--- src/rtl/score_display_pkg.sv ---
// Shared constants for the score display: conversion FSM states, seven-segment
// codes (active-low, seg[0]=a .. seg[6]=g), digit-index values and score limits.
package score_display_pkg;

  typedef enum logic [1:0] {
    IDLE  = 2'd0,
    SHIFT = 2'd1,
    DONE  = 2'd2
  } conv_state_t;

  localparam int PLAYER_LIVES = 3;

  localparam logic [6:0] SEG_BLANK = 7'h7F;
  localparam logic [6:0] SEG_0     = 7'h40;
  localparam logic [6:0] SEG_1     = 7'h79;
  localparam logic [6:0] SEG_2     = 7'h24;
  localparam logic [6:0] SEG_3     = 7'h30;
  localparam logic [6:0] SEG_4     = 7'h19;
  localparam logic [6:0] SEG_5     = 7'h12;
  localparam logic [6:0] SEG_6     = 7'h02;
  localparam logic [6:0] SEG_7     = 7'h78;
  localparam logic [6:0] SEG_8     = 7'h00;
  localparam logic [6:0] SEG_9     = 7'h10;

  localparam logic [1:0] DIG_UNITS = 2'd0;
  localparam logic [1:0] DIG_TENS  = 2'd1;
  localparam logic [1:0] DIG_LIVES = 2'd2;
  localparam logic [1:0] DIG_BLANK = 2'd3;

  localparam logic [6:0] SCORE_MAX = 7'd99;

  // Scores beyond two digits saturate so the display never overflows.
  function automatic logic [6:0] clamp_score(input logic [6:0] s);
    return (s > SCORE_MAX) ? SCORE_MAX : s;
  endfunction

endpackage

--- src/rtl/seg7_decoder.sv ---
// Combinational BCD digit to active-low seven-segment decoder.
// Values 10..15 are not valid digits and decode to all segments off.
module seg7_decoder
  import score_display_pkg::*;
(
  input  logic [3:0] value,
  output logic [6:0] seg
);

  // Digit lookup
  always_comb begin
    seg = SEG_BLANK;
    case (value)
      4'd0:    seg = SEG_0;
      4'd1:    seg = SEG_1;
      4'd2:    seg = SEG_2;
      4'd3:    seg = SEG_3;
      4'd4:    seg = SEG_4;
      4'd5:    seg = SEG_5;
      4'd6:    seg = SEG_6;
      4'd7:    seg = SEG_7;
      4'd8:    seg = SEG_8;
      4'd9:    seg = SEG_9;
      default: seg = SEG_BLANK;
    endcase
  end

endmodule

--- src/rtl/score_display.sv ---
// Four-digit multiplexed score display: units, tens (leading zero blanked),
// lives, and one always-blank position. Score is converted to BCD by a
// sequential shift-add-3 FSM that reruns whenever the input score changes.
// Optional feature macro SCORE_DISPLAY_BLINK_EN: blink the whole display at
// game over (lives==0).
//
// state | meaning
// IDLE  | waiting for score to differ from the last converted value
// SHIFT | 7 shift-add-3 steps, one score bit per cycle
// DONE  | publish tens/units to the display registers
module score_display
  import score_display_pkg::*;
#(
  parameter int REFRESH_DIV = 100000,
  parameter int BLINK_DIV   = 25000000
) (
  input  logic       clk,
  input  logic       rst,
  input  logic [6:0] score,
  input  logic [1:0] lives,
  output logic [6:0] seg,
  output logic [3:0] an,
  output logic       busy
);

  localparam int RCNT_W = (REFRESH_DIV > 1) ? $clog2(REFRESH_DIV) : 1;

  conv_state_t state;
  logic [6:0]  score_last;
  logic [6:0]  bin_sr;
  logic [7:0]  bcd_sr;
  logic [7:0]  bcd_adj;
  logic [2:0]  bit_cnt;
  logic [3:0]  tens;
  logic [3:0]  units;

  logic [RCNT_W-1:0] refresh_cnt;
  logic [1:0]        digit_idx;
  logic              blank_all;

  logic [3:0] dig_val;
  logic [3:0] an_next;
  logic [6:0] dec_seg;

  // Add 3 to any BCD nibble of 5 or more ahead of the next shift
  always_comb begin
    bcd_adj = bcd_sr;
    if (bcd_sr[3:0] >= 4'd5) bcd_adj[3:0] = bcd_sr[3:0] + 4'd3;
    if (bcd_sr[7:4] >= 4'd5) bcd_adj[7:4] = bcd_sr[7:4] + 4'd3;
  end

  // Binary-to-BCD conversion FSM; display registers only move in DONE
  always_ff @(posedge clk) begin
    if (rst) begin
      state      <= IDLE;
      score_last <= '0;
      bin_sr     <= '0;
      bcd_sr     <= '0;
      bit_cnt    <= '0;
      tens       <= '0;
      units      <= '0;
      busy       <= 1'b0;
    end else begin
      case (state)
        IDLE: begin
          // Latch the raw score so an out-of-range value does not retrigger forever
          if (score != score_last) begin
            bin_sr     <= clamp_score(score);
            bcd_sr     <= '0;
            score_last <= score;
            bit_cnt    <= '0;
            busy       <= 1'b1;
            state      <= SHIFT;
          end
        end
        SHIFT: begin
          {bcd_sr, bin_sr} <= {bcd_adj[6:0], bin_sr, 1'b0};
          bit_cnt          <= bit_cnt + 3'd1;
          if (bit_cnt == 3'd6) state <= DONE;
        end
        DONE: begin
          tens  <= bcd_sr[7:4];
          units <= bcd_sr[3:0];
          busy  <= 1'b0;
          state <= IDLE;
        end
        default: state <= IDLE;
      endcase
    end
  end

  // Digit scan: each position held for REFRESH_DIV cycles
  always_ff @(posedge clk) begin
    if (rst) begin
      refresh_cnt <= '0;
      digit_idx   <= DIG_UNITS;
    end else if (refresh_cnt == RCNT_W'(REFRESH_DIV - 1)) begin
      refresh_cnt <= '0;
      digit_idx   <= digit_idx + 2'd1;
    end else begin
      refresh_cnt <= refresh_cnt + 1'b1;
    end
  end

`ifdef SCORE_DISPLAY_BLINK_EN
  localparam int BCNT_W = (BLINK_DIV > 1) ? $clog2(BLINK_DIV) : 1;

  logic [BCNT_W-1:0] blink_cnt;
  logic              blink_phase;

  // Blink half-period timer; phase 1 is the dark half
  always_ff @(posedge clk) begin
    if (rst) begin
      blink_cnt   <= '0;
      blink_phase <= 1'b0;
    end else if (blink_cnt == BCNT_W'(BLINK_DIV - 1)) begin
      blink_cnt   <= '0;
      blink_phase <= ~blink_phase;
    end else begin
      blink_cnt <= blink_cnt + 1'b1;
    end
  end

  assign blank_all = (lives == 2'd0) && blink_phase;
`else
  // BLINK_DIV has no role without blinking
  logic unused_blink_div;
  assign unused_blink_div = ^BLINK_DIV;
  assign blank_all        = 1'b0;
`endif

  // Select the digit value and its anode for the current scan position
  always_comb begin
    dig_val = 4'd0;
    an_next = 4'hF;
    case (digit_idx)
      DIG_UNITS: begin
        dig_val = units;
        an_next = 4'b1110;
      end
      DIG_TENS: begin
        dig_val = tens;
        an_next = (tens == 4'd0) ? 4'hF : 4'b1101;
      end
      DIG_LIVES: begin
        dig_val = {2'b00, lives};
        an_next = 4'b1011;
      end
      default: begin
        dig_val = 4'd0;
        an_next = 4'hF;
      end
    endcase
  end

  seg7_decoder u_dec (
    .value(dig_val),
    .seg  (dec_seg)
  );

  // Registered outputs; any dark position also drives all segments off
  always_ff @(posedge clk) begin
    if (rst) begin
      seg <= SEG_BLANK;
      an  <= 4'hF;
    end else if (blank_all || (an_next == 4'hF)) begin
      seg <= SEG_BLANK;
      an  <= 4'hF;
    end else begin
      seg <= dec_seg;
      an  <= an_next;
    end
  end

endmodule

--- config.mk ---
export PLATFORM = sky130hd
export DESIGN_NAME = score_display
export DESIGN_NICKNAME = d
export VERILOG_FILES = /design/src/rtl/score_display_pkg.sv /design/src/rtl/seg7_decoder.sv /design/src/rtl/score_display.sv
export SDC_FILE = /design/constraint.sdc
export NUM_CORES = 1
export LEC_CHECK = 0
export CAP_MARGIN = 25
export CORE_MARGIN = 1.5
export CORE_UTILIZATION = 56
export DETAILED_ROUTE_END_ITERATION = 8
export GPL_TIMING_DRIVEN = 0
export HOLD_SLACK_MARGIN = 0.03
export PLACE_DENSITY = 0.77
export SLEW_MARGIN = 40
export SYNTH_ARGS = -nofsm -noshare
export SYNTH_HDL_FRONTEND = slang
export SYNTH_SLANG_ARGS = --single-unit
--- constraint.sdc ---
create_clock -name clk -period 2.45 [get_ports clk]
set_input_delay 0.3675 -clock clk [delete_from_list [all_inputs] [get_ports clk]]
set_output_delay 0.3675 -clock clk [all_outputs]
set_load 0.05 [all_outputs]
---- After elaboration in Yosys (flattened, before gate mapping) ----
Memory sizes are Yosys's and may differ from the RTL's. A register that Yosys moved wholly into a read port is not among the register bits.
Index checks and enable logic that the tools add are counted.
storage, ports and cells
  register bits after elaboration ......... 59
  memory bits (read-only) ................. 112
  input port bits ......................... 11
  output and inout port bits .............. 12
  word-level logic and storage cells ...... 58
  memories kept ........................... 1
memory list
  name              words  width  rd ports  clocked after Yosys merged registers in  wr ports  RTL line            source
  (name not given)  16     7      1         1                                        0         seg7_decoder.sv:13  case (value)
operators by class
  add/subtract/negate cells ............... 5
  order comparisons ....................... 3
  eq/ne operators ......................... 10
  multiplexer cells ....................... 17
  reduce and logical (&&, ||, !) cells .... 11
operator list
  cell                                                                   count
  17-bit by 1-bit adder with 17-bit output, second input constant        1
  17-bit equality test, second input constant                            1
  8-bit one-hot mux with 2 select lines                                  1
  7-bit 2-to-1 mux                                                       2
  7-bit one-hot mux with 2 select lines                                  1
  4-bit one-hot mux with 3 select lines                                  1
  3-bit one-hot mux with 3 select lines                                  1
  4-bit by 3-bit >= comparator with 1-bit output, second input constant  2
  8-bit 2-to-1 mux                                                       1
  2-bit AND reduction                                                    4
  7-bit greater-than comparator, second input constant                   1
  7-bit inequality test                                                  1
  2-bit 2-to-1 mux                                                       3
  3-bit 2-to-1 mux                                                       2
  3-bit one-hot mux with 2 select lines                                  1
  4-bit by 2-bit adder with 4-bit output, second input constant          1
  2-bit by 1-bit equality test with 1-bit output, second input constant  2
  2-bit equality test, second input constant                             2
  4-bit equality test, second input constant                             1
  2-bit zero test                                                        2
  4-bit zero test                                                        1
  4-bit 2-to-1 mux                                                       1
  2-bit inequality test, second input constant                           2
  2-bit one-hot mux with 2 select lines                                  1
  other kinds (8)                                                        10

---- Logic depth before layout (Yosys ltp) ----
  depth after elaboration ................. 5
  mapped depth ............................ 10
  mapped depth without buffers ............ 10

---- Modules after synthesis ----
From an unflattened synthesis, not the netlist that was laid out.
unflattened totals
  cell total of the unflattened synthesis .. 371
  area total of the unflattened synthesis .. 3084.2 µm²
by module, submodules not included
  module         instances  cells each  area an instance (µm²)  sequential area each (µm²)
  score_display  1          338         2874.0                  1301.2
  seg7_decoder   1          33          210.2                   0.0

---- Worst setup path after synthesis ----
No wires, ideal clock.
  path kind ............................... register -> register
  from .................................... reg digit_idx[0]
  to ...................................... reg seg[6]
  library setup time ...................... 0.115 ns
  arrival time ............................ 1.753 ns
  slack ................................... 0.582 ns
  stages on the path, launching flop included .. 11
  path buffers ............................ 0
  clock period less this slack ............ 1.868 ns
  path through ............................ dfxtp_1 > inv_1 > ha_1 > a222oi_1 > or2_2 > inv_1 > ha_1 > nand2b_1 > nand3b_1 > mux2i_1 > nand2_1
on the way
  cells in the longest elaborated chain, start to end .. 4
  elaborated cells on any way between the ends .. 7
  classes of those cells .................. 3 x eq/ne; 2 x mux; 2 x reduce/logical
RTL lines
  element                                      RTL line              source
  start, declared                              score_display.sv:38   logic [1:0] digit_idx;
  start signal, assigned                       score_display.sv:99   digit_idx <= digit_idx + 2'd1;
  2-bit equality test (tied with other cells)  score_display.sv:136  case (digit_idx)
  3-bit one-hot mux with 3 select lines        score_display.sv:136
  4-bit equality test                          score_display.sv:166  end else if (blank_all || (an_next == 4'hF)) begin
  2-bit OR reduction (no source line)          -
  end, declared                                score_display.sv:21   output logic [6:0] seg,
Parallel ways exist; a longest one is shown, timed or not.
A chain may end at the register's enable or synchronous reset.

---- Worst setup path after layout ----
Ends and elaborated chain as after synthesis.

==> impl_results.rst <==
.. list-table::
   :header-rows: 1

   * - Metric
     - Value
   * - Crit path kind
     - register to register
   * - Final cell count without fillers
     - 442
   * - Result of the run
     - finished, final reports clean
   * - Unrepaired setup endpoints after global routing
     - false
   * - Overall die width
     - 77.0 um
   * - FILL cells
     - 439
   * - Transition time at the pin with the least slew margin
     - 0.567 ns
   * - Power per unit of standard cell area
     - 588 nW/um^2
   * - Global-route wire length before repair
     - 9670 um
   * - Top FF cell, synth
     - sky130_fd_sc_hd__dfxtp_1
   * - Total via count after detailed routing
     - 2343
   * - Routed length per placed instance
     - 12.5 um
   * - Number of diodes
     - 0
   * - Core region area
     - 5200 sq um
   * - Total of max-cap violations
     - 0
   * - Largest vdd supply drop
     - 0.000351 V
   * - Design Power
     - 2.07 mW
   * - Detail-routed via count per cell
     - 5.30
   * - Nets
     - 394
   * - Worst-path fanout max
     - 6
   * - Wire length reported by the detailed router
     - 5530 um
   * - Leakage power total
     - 1.35 nW
   * - Placement row count
     - 26
   * - Number of synthesized flops with an enable pin
     - 0
   * - Final instance area
     - 3520 sq um
   * - Count of hold-fix buffers inserted at cts
     - 0
   * - H-Tree Depth
     - 3
   * - Storage element area
     - 1300 sq um
   * - Nature of the critical path endpoint
     - register
   * - Total Negative Setup Slacks
     - 0 ns
   * - Largest area contributor in the netlist
     - sky130_fd_sc_hd__dfxtp_1
   * - Top-level port count
     - 23
   * - Req. time, crit path
     - 2.68 ns
   * - Async S/R FF share, synth
     - 0
   * - First-pass iteration count of the detailed router
     - 4
   * - Number of unique standard cell types used by synthesis
     - 50
   * - Setup violators final
     - 0
   * - Sequential share of the synthesized area
     - 0.424
   * - Critical path launch point type
     - register
   * - Max Root-Sink Buffers
     - 2
   * - Initial detailed-routing violation count
     - 80
   * - Area growth from synthesis to layout
     - 14.8%
   * - Final worst path period share
     - 0.866
   * - Clock buffers created by TritonCTS
     - 9
   * - Latest clock arrival within the worst-skew pair
     - 0.34 ns
   * - Overall die area
     - 5930 sq um
   * - Mean instance size in the synthesized netlist
     - 9.16 sq um
   * - Die height
     - 77.0 um
   * - Total of warnings raised by yosys
     - 0
   * - Number of sinks on the clock net
     - 65
   * - Ratio of cells with drive above 1 in the final layout
     - 0.0833
   * - Clock tree from TritonCTS
     - done
   * - Vias in the first global route
     - 2302
   * - Pin count of the biggest net entering global routing
     - 11
   * - Nets in the synthesized netlist
     - 362
   * - DPL Wire Length
     - 4020 um
   * - Final Skew
     - 0.00621 ns
   * - Arrival time at the worst endpoint
     - 2.35 ns
   * - Hold violation count in the final report
     - 0
   * - Ranking of synthesized cells by area
     - sky130_fd_sc_hd__dfxtp_1 (42%), sky130_fd_sc_hd__ha_1 (6.5%), sky130_fd_sc_hd__nor2_1 (5.5%), sky130_fd_sc_hd__nand2_1 (4.4%), sky130_fd_sc_hd__mux2i_1 (4.2%)
   * - Total Routing Usage GR
     - 0.207
   * - Fmax
     - 0.472 GHz
   * - Utilization after layout
     - 0.676
   * - GRT Residual Overflow
     - 0
   * - Global placer's final weighted congestion
     - 0.845
   * - Starting density of the core
     - 0.589
   * - Area of combinational cells with multiple inputs
     - 1650 sq um
   * - Max Transition Viols Final
     - 0
   * - Antenna violations before repair
     - 0
   * - DP Area
     - 3370 sq um
   * - Number of buffers inserted to repair setup after CTS
     - 0
   * - Placed instance count
     - 426
   * - Port Buffers
     - 21
   * - Post-synthesis instance total
     - 335
   * - Total standard cell area after synthesis
     - 3070 sq um
   * - Number of register bits inferred by synthesis
     - 65
   * - Worst min-delay path category
     - register to register
   * - Count of instances resized after the clock tree is built
     - 0
   * - Worst rel slew slack
     - 0.621
   * - Share of Yosys cell area claimed by the top area cell type
     - 0.424
   * - Root cell of the clock tree
     - sky130_fd_sc_hd__clkbuf_8
   * - Register clock-pin slew on the reported worst setup and hold paths
     - 0.07 ns
   * - Antenna Nets Post-Route
     - 0
   * - Final routed DRC violation total
     - 0
   * - Final period demand of the worst path
     - 2.12 ns
-- placed cells by master (no fill, tap or decap), types with 7 or more instances in the layout --
| cell type | instances |
|---|---|
| sky130_fd_sc_hd__dfxtp_1 | 65 |
| sky130_fd_sc_hd__nor2_1 | 45 |
| sky130_fd_sc_hd__nand2_1 | 36 |
| sky130_fd_sc_hd__clkdlybuf4s50_1 | 21 |
| sky130_fd_sc_hd__a21oi_1 | 16 |
| sky130_fd_sc_hd__ha_1 | 16 |
| sky130_fd_sc_hd__xnor2_1 | 14 |
| sky130_fd_sc_hd__xor2_1 | 13 |
| sky130_fd_sc_hd__mux2i_1 | 13 |
| sky130_fd_sc_hd__o21ai_0 | 12 |
| sky130_fd_sc_hd__inv_1 | 10 |
| sky130_fd_sc_hd__nand2b_1 | 10 |
| sky130_fd_sc_hd__clkbuf_8 | 9 |
| sky130_fd_sc_hd__clkbuf_1 | 8 |
| sky130_fd_sc_hd__nor3_1 | 8 |
| sky130_fd_sc_hd__nand3_1 | 7 |
-- cells by family after synthesis --
family	Yosys count	synth area share
compound gates	54	0.123
xor+xnor	27	0.0771
other cells	1	0.00122
buf+inv	23	0.0375
simple gates	135	0.226
mux	14	0.0461
flops	65	0.424
fa+ha+maj	16	0.0653
-- final timing paths --
kind	from	end	slack (ns)	depth (start not counted)
setup / recovery	digit_idx[0]	seg[6]	0.33	10
setup reg to reg	digit_idx[0]	seg[6]	0.33	10
hold reg to reg	units[3]	units[3]	0.46	2
hold / removal	units[3]	units[3]	0.46	2
-- flip-flops by register name, summed over array words and instances (netlist names) --
signal       flops
busy             1
bit_cnt          3
an               3
bcd_sr           8
seg              7
digit_idx        2
state            2
score_last       7
bin_sr           7
units            4
refresh_cnt     17
tens             4
-- power breakdown --
group	leakage, nW	internal (mW)	total [mW]	switching [mW]
clock network	0.0839	0.361	0.752	0.391
logic	0.737	0.0865	0.209	0.122
registers	0.531	1.09	1.11	0.0189
-- per-layer routing --
metal  up-vias  global-route usage  routed length (um)
met3         7              0.0548                 183
met4         0               0.111                  92
li1       1215                   -                   -
met1      1083               0.240                2660
met5         -                   0                   0
met2        38               0.347                2590
-- critical path: stages, from the launching register on --
cell,delay (ns)
sky130_fd_sc_hd__dfxtp_1,0.40
sky130_fd_sc_hd__inv_1,0.09
sky130_fd_sc_hd__ha_1,0.27
sky130_fd_sc_hd__a222oi_1,0.44
sky130_fd_sc_hd__or2_2,0.22
sky130_fd_sc_hd__inv_1,0.06
sky130_fd_sc_hd__ha_1,0.19
sky130_fd_sc_hd__nand2b_1,0.07
sky130_fd_sc_hd__nand3b_1,0.07
sky130_fd_sc_hd__mux2i_1,0.12
sky130_fd_sc_hd__nand2_1,0.07
-- Yosys cell counts (4+ instances only) --
cell,instances
sky130_fd_sc_hd__inv_1,10
sky130_fd_sc_hd__clkbuf_1,5
sky130_fd_sc_hd__xnor2_1,14
sky130_fd_sc_hd__nor3_1,8
sky130_fd_sc_hd__mux2i_1,13
sky130_fd_sc_hd__a21oi_1,16
sky130_fd_sc_hd__o21ai_0,12
sky130_fd_sc_hd__nand2_1,36
sky130_fd_sc_hd__ha_1,16
sky130_fd_sc_hd__a22o_1,6
sky130_fd_sc_hd__a22oi_1,4
sky130_fd_sc_hd__xor2_1,13
sky130_fd_sc_hd__nand2b_1,10
sky130_fd_sc_hd__dfxtp_1,65
sky130_fd_sc_hd__nor2_1,45
sky130_fd_sc_hd__nand3_1,7
-- area by class of cell --
class,count,share of cell area
Sequential cell,65,0.370
Tap cell,70,0.0249
Buffer,13,0.0220
Timing Repair Buffer,21,0.0597
Inverter,10,0.0107
Multi-Input combinational cell,247,0.469
Clock inverter,4,0.00569
Clock buffer,12,0.0384
-- metrics by stage --
stage / setup WS, ns / hold WS (ns)
after floorplan: 0.582 / 0.426
after global placement: 0.196 / 0.441
after detailed placement: 0.147 / 0.451
after CTS: 0.343 / 0.461
after global routing: 0.138 / 0.478
final: 0.329 / 0.461
(Power assumes the default switching activity.)
==> edit: new RTL, same settings <==
Set the parameter `REFRESH_DIV` to 200000 (it was 100000).
--- a/src/rtl/score_display.sv
+++ b/src/rtl/score_display.sv
@@ -11,7 +11,7 @@
 module score_display
   import score_display_pkg::*;
 #(
-  parameter int REFRESH_DIV = 100000,
+  parameter int REFRESH_DIV = 200000,
   parameter int BLINK_DIV   = 25000000
 ) (
   input  logic       clk,
Function: no difference found for any inputs over 10 cycles, from zero or initial values and one cycle with rst high; that may be too few to reach the edited logic, so the function may still have changed.
==> edit against the original RTL <==
Setup slack lost 0.039 ns. Routed wire length grew 5.0%. Synthesized cell count grew 8.1%. Combinational power shrank 2%. Total power grew 13%. Sequential cell count grew 1. Area after synthesis is the same. Cell area grew 1.8%. Highest routed layer unchanged.
==> edit: results (changes against the original RTL) <==
Worst VDD drop: 0.444 mV (+27%)
Filler Cell Count: 411 (-6.4%)
worst skew pair latency: 0.34 ns (about the same)
DR pass1 iterations: 4 (unchanged)
Hold Crit Class: register to register
largest net degree at the start of global routing: 12 (+1)
post-placement cell count: 453 (+6.3%)
clk root buf: clkbuf_8
Placer Congestion: 0.881 (+4.3%)
met2 GRT Util: 0.350 (+0.00265)
M1 GR Usage: 0.256 (+0.0164)
Mapped Cells: 362 (+8.1%)
Final Skew: 0.00879 ns (+0.00258 ns)
Crit path largest cell delay: 0.39 ns (-0.05 ns)
global-route wire length before repair: 9940 um (+2.8%)
top sig layer: met4
Regs by FF count: refresh_cnt (18), bcd_sr (8)
Area Overhead vs Synth: 16.8%
slowest stage cell, crit path: a222oi_1
Synth Warn #: 0 (unchanged)
critical-path maximum fanout: 8 (+2)
HPWL after DPL: 4200 um (+4.5%)
met3 wire len: 206 um (+13%)
max_slew headroom: 0.544 (-0.0768)
initial DRC count: 128 (+60%)
vias: 2,472 (+5.5%)
Reg clk slew, reported paths: 0.07 ns (about the same)
dominant cells by area after synthesis: dfxtp_1 43%, ha_1 7.3%, nand2_1 7.2%, a21oi_1 5.1%, nor2_1 4.4%
WHS Path Cells: 2 (unchanged)
post-CTS setup buffer count: 0 (unchanged)
Top delay family on crit path: simple AND/OR/NAND/NOR gates
total CTS buffers: 9 (unchanged)
Register-to-Register Path Depth: 11 (+1)
leakage power: 0.00135 uW (about the same)
GR Util met3: 0.0369 (-0.0179)
Post-synth top cells: 66 x dfxtp_1, 59 x nand2_1, 36 x nor2_1
met2 routed wirelength: 2790 um (+7.7%)
Cell variety after synth: 46 (-8.0%)
WL met1: 2710 um (+1.7%)
layout cell share with drive strength beyond 1: 0.0727 (-0.0107)
Async SR Flop Fraction: 0 (unchanged)
sequential fraction of the synthesis area: 0.431 (+0.00653)
dpl cell area: 3370 um2 (unchanged)
wire per inst: 12.4 um (-1.1%)
number of global-route vias before repair: 2,286 (-0.70%)
Vias/cell: 5.27 (-0.57%)
Main synth FF type: dfxtp_1
post-CTS sizing: 0 (unchanged)
Total Routing Usage GR: 0.210 (+0.00356)
net count reported at finish: 423 (+7.4%)
Mapped Nets: 391 (+8.0%)
ANT cells: 0 (unchanged)
post-place setup slack: 0.181 ns (+0.0337 ns)
CTS H-tree depth: 3 (unchanged)
status: completed
==> edit: cell types whose count changed after synthesis, sizes merged, moves of 8 or more <==
cell and delta:
nand3 +16, mux2i -8, nor2 -10, a21oi +14, nand2 +24
==> edit: worst register-to-register path, stage by stage, from the launching register on <==
cell,delay (ns)
dfxtp_1,0.38
inv_1,0.11
ha_1,0.20
buf_2,0.16
a222oi_1,0.39
or2_2,0.21
inv_1,0.06
ha_1,0.19
nand2b_1,0.08
nand3b_1,0.07
mux2i_1,0.12
nand2_1,0.06
==> edit: final timing paths <==
check / slack (ns) / endpoint / start
hold reg to reg: 0.46 / busy / busy
hold / removal: 0.46 / busy / busy
setup / recovery: 0.29 / seg[6] / digit_idx[0]
setup reg to reg: 0.29 / seg[6] / digit_idx[0]
==> edit: where the power goes <==
part           internal, uW  total (uW)  switching [uW]
Sequential             1110        1130            22.5
Clock                   598         997             400
Combinational          77.6         204             126
Total                  1780        2330             548
==> edit: area by class of cell <==
type,count,area (um2),share of cell area
Tap cell,70,87.6,0.0244
Clock buffer,11,141,0.0394
Sequential cell,66,1320,0.369
Timing Repair Buffer,21,210,0.0586
Buffer,16,92.6,0.0258
Multi-Input combinational cell,266,1600,0.447
Clock inverter,5,77.6,0.0216
Inverter,14,52.6,0.0147
==> edit: logic make-up (layout without fill, tap and decap cells) <==
logic type | count (synthesis) | in the layout | share of synthesized area
DFF | 66 | 66 | 0.431
muxes | 5 | 5 | 0.0163
and+or+nand+nor | 153 | 153 | 0.232
other | 1 | 1 | 0.00122
buffers and inverters | 30 | 67 | 0.0473
AOI/OAI and AO/OA | 61 | 61 | 0.119
adders and majority gates | 18 | 18 | 0.0734
xor gates and xnor gates | 28 | 28 | 0.0799
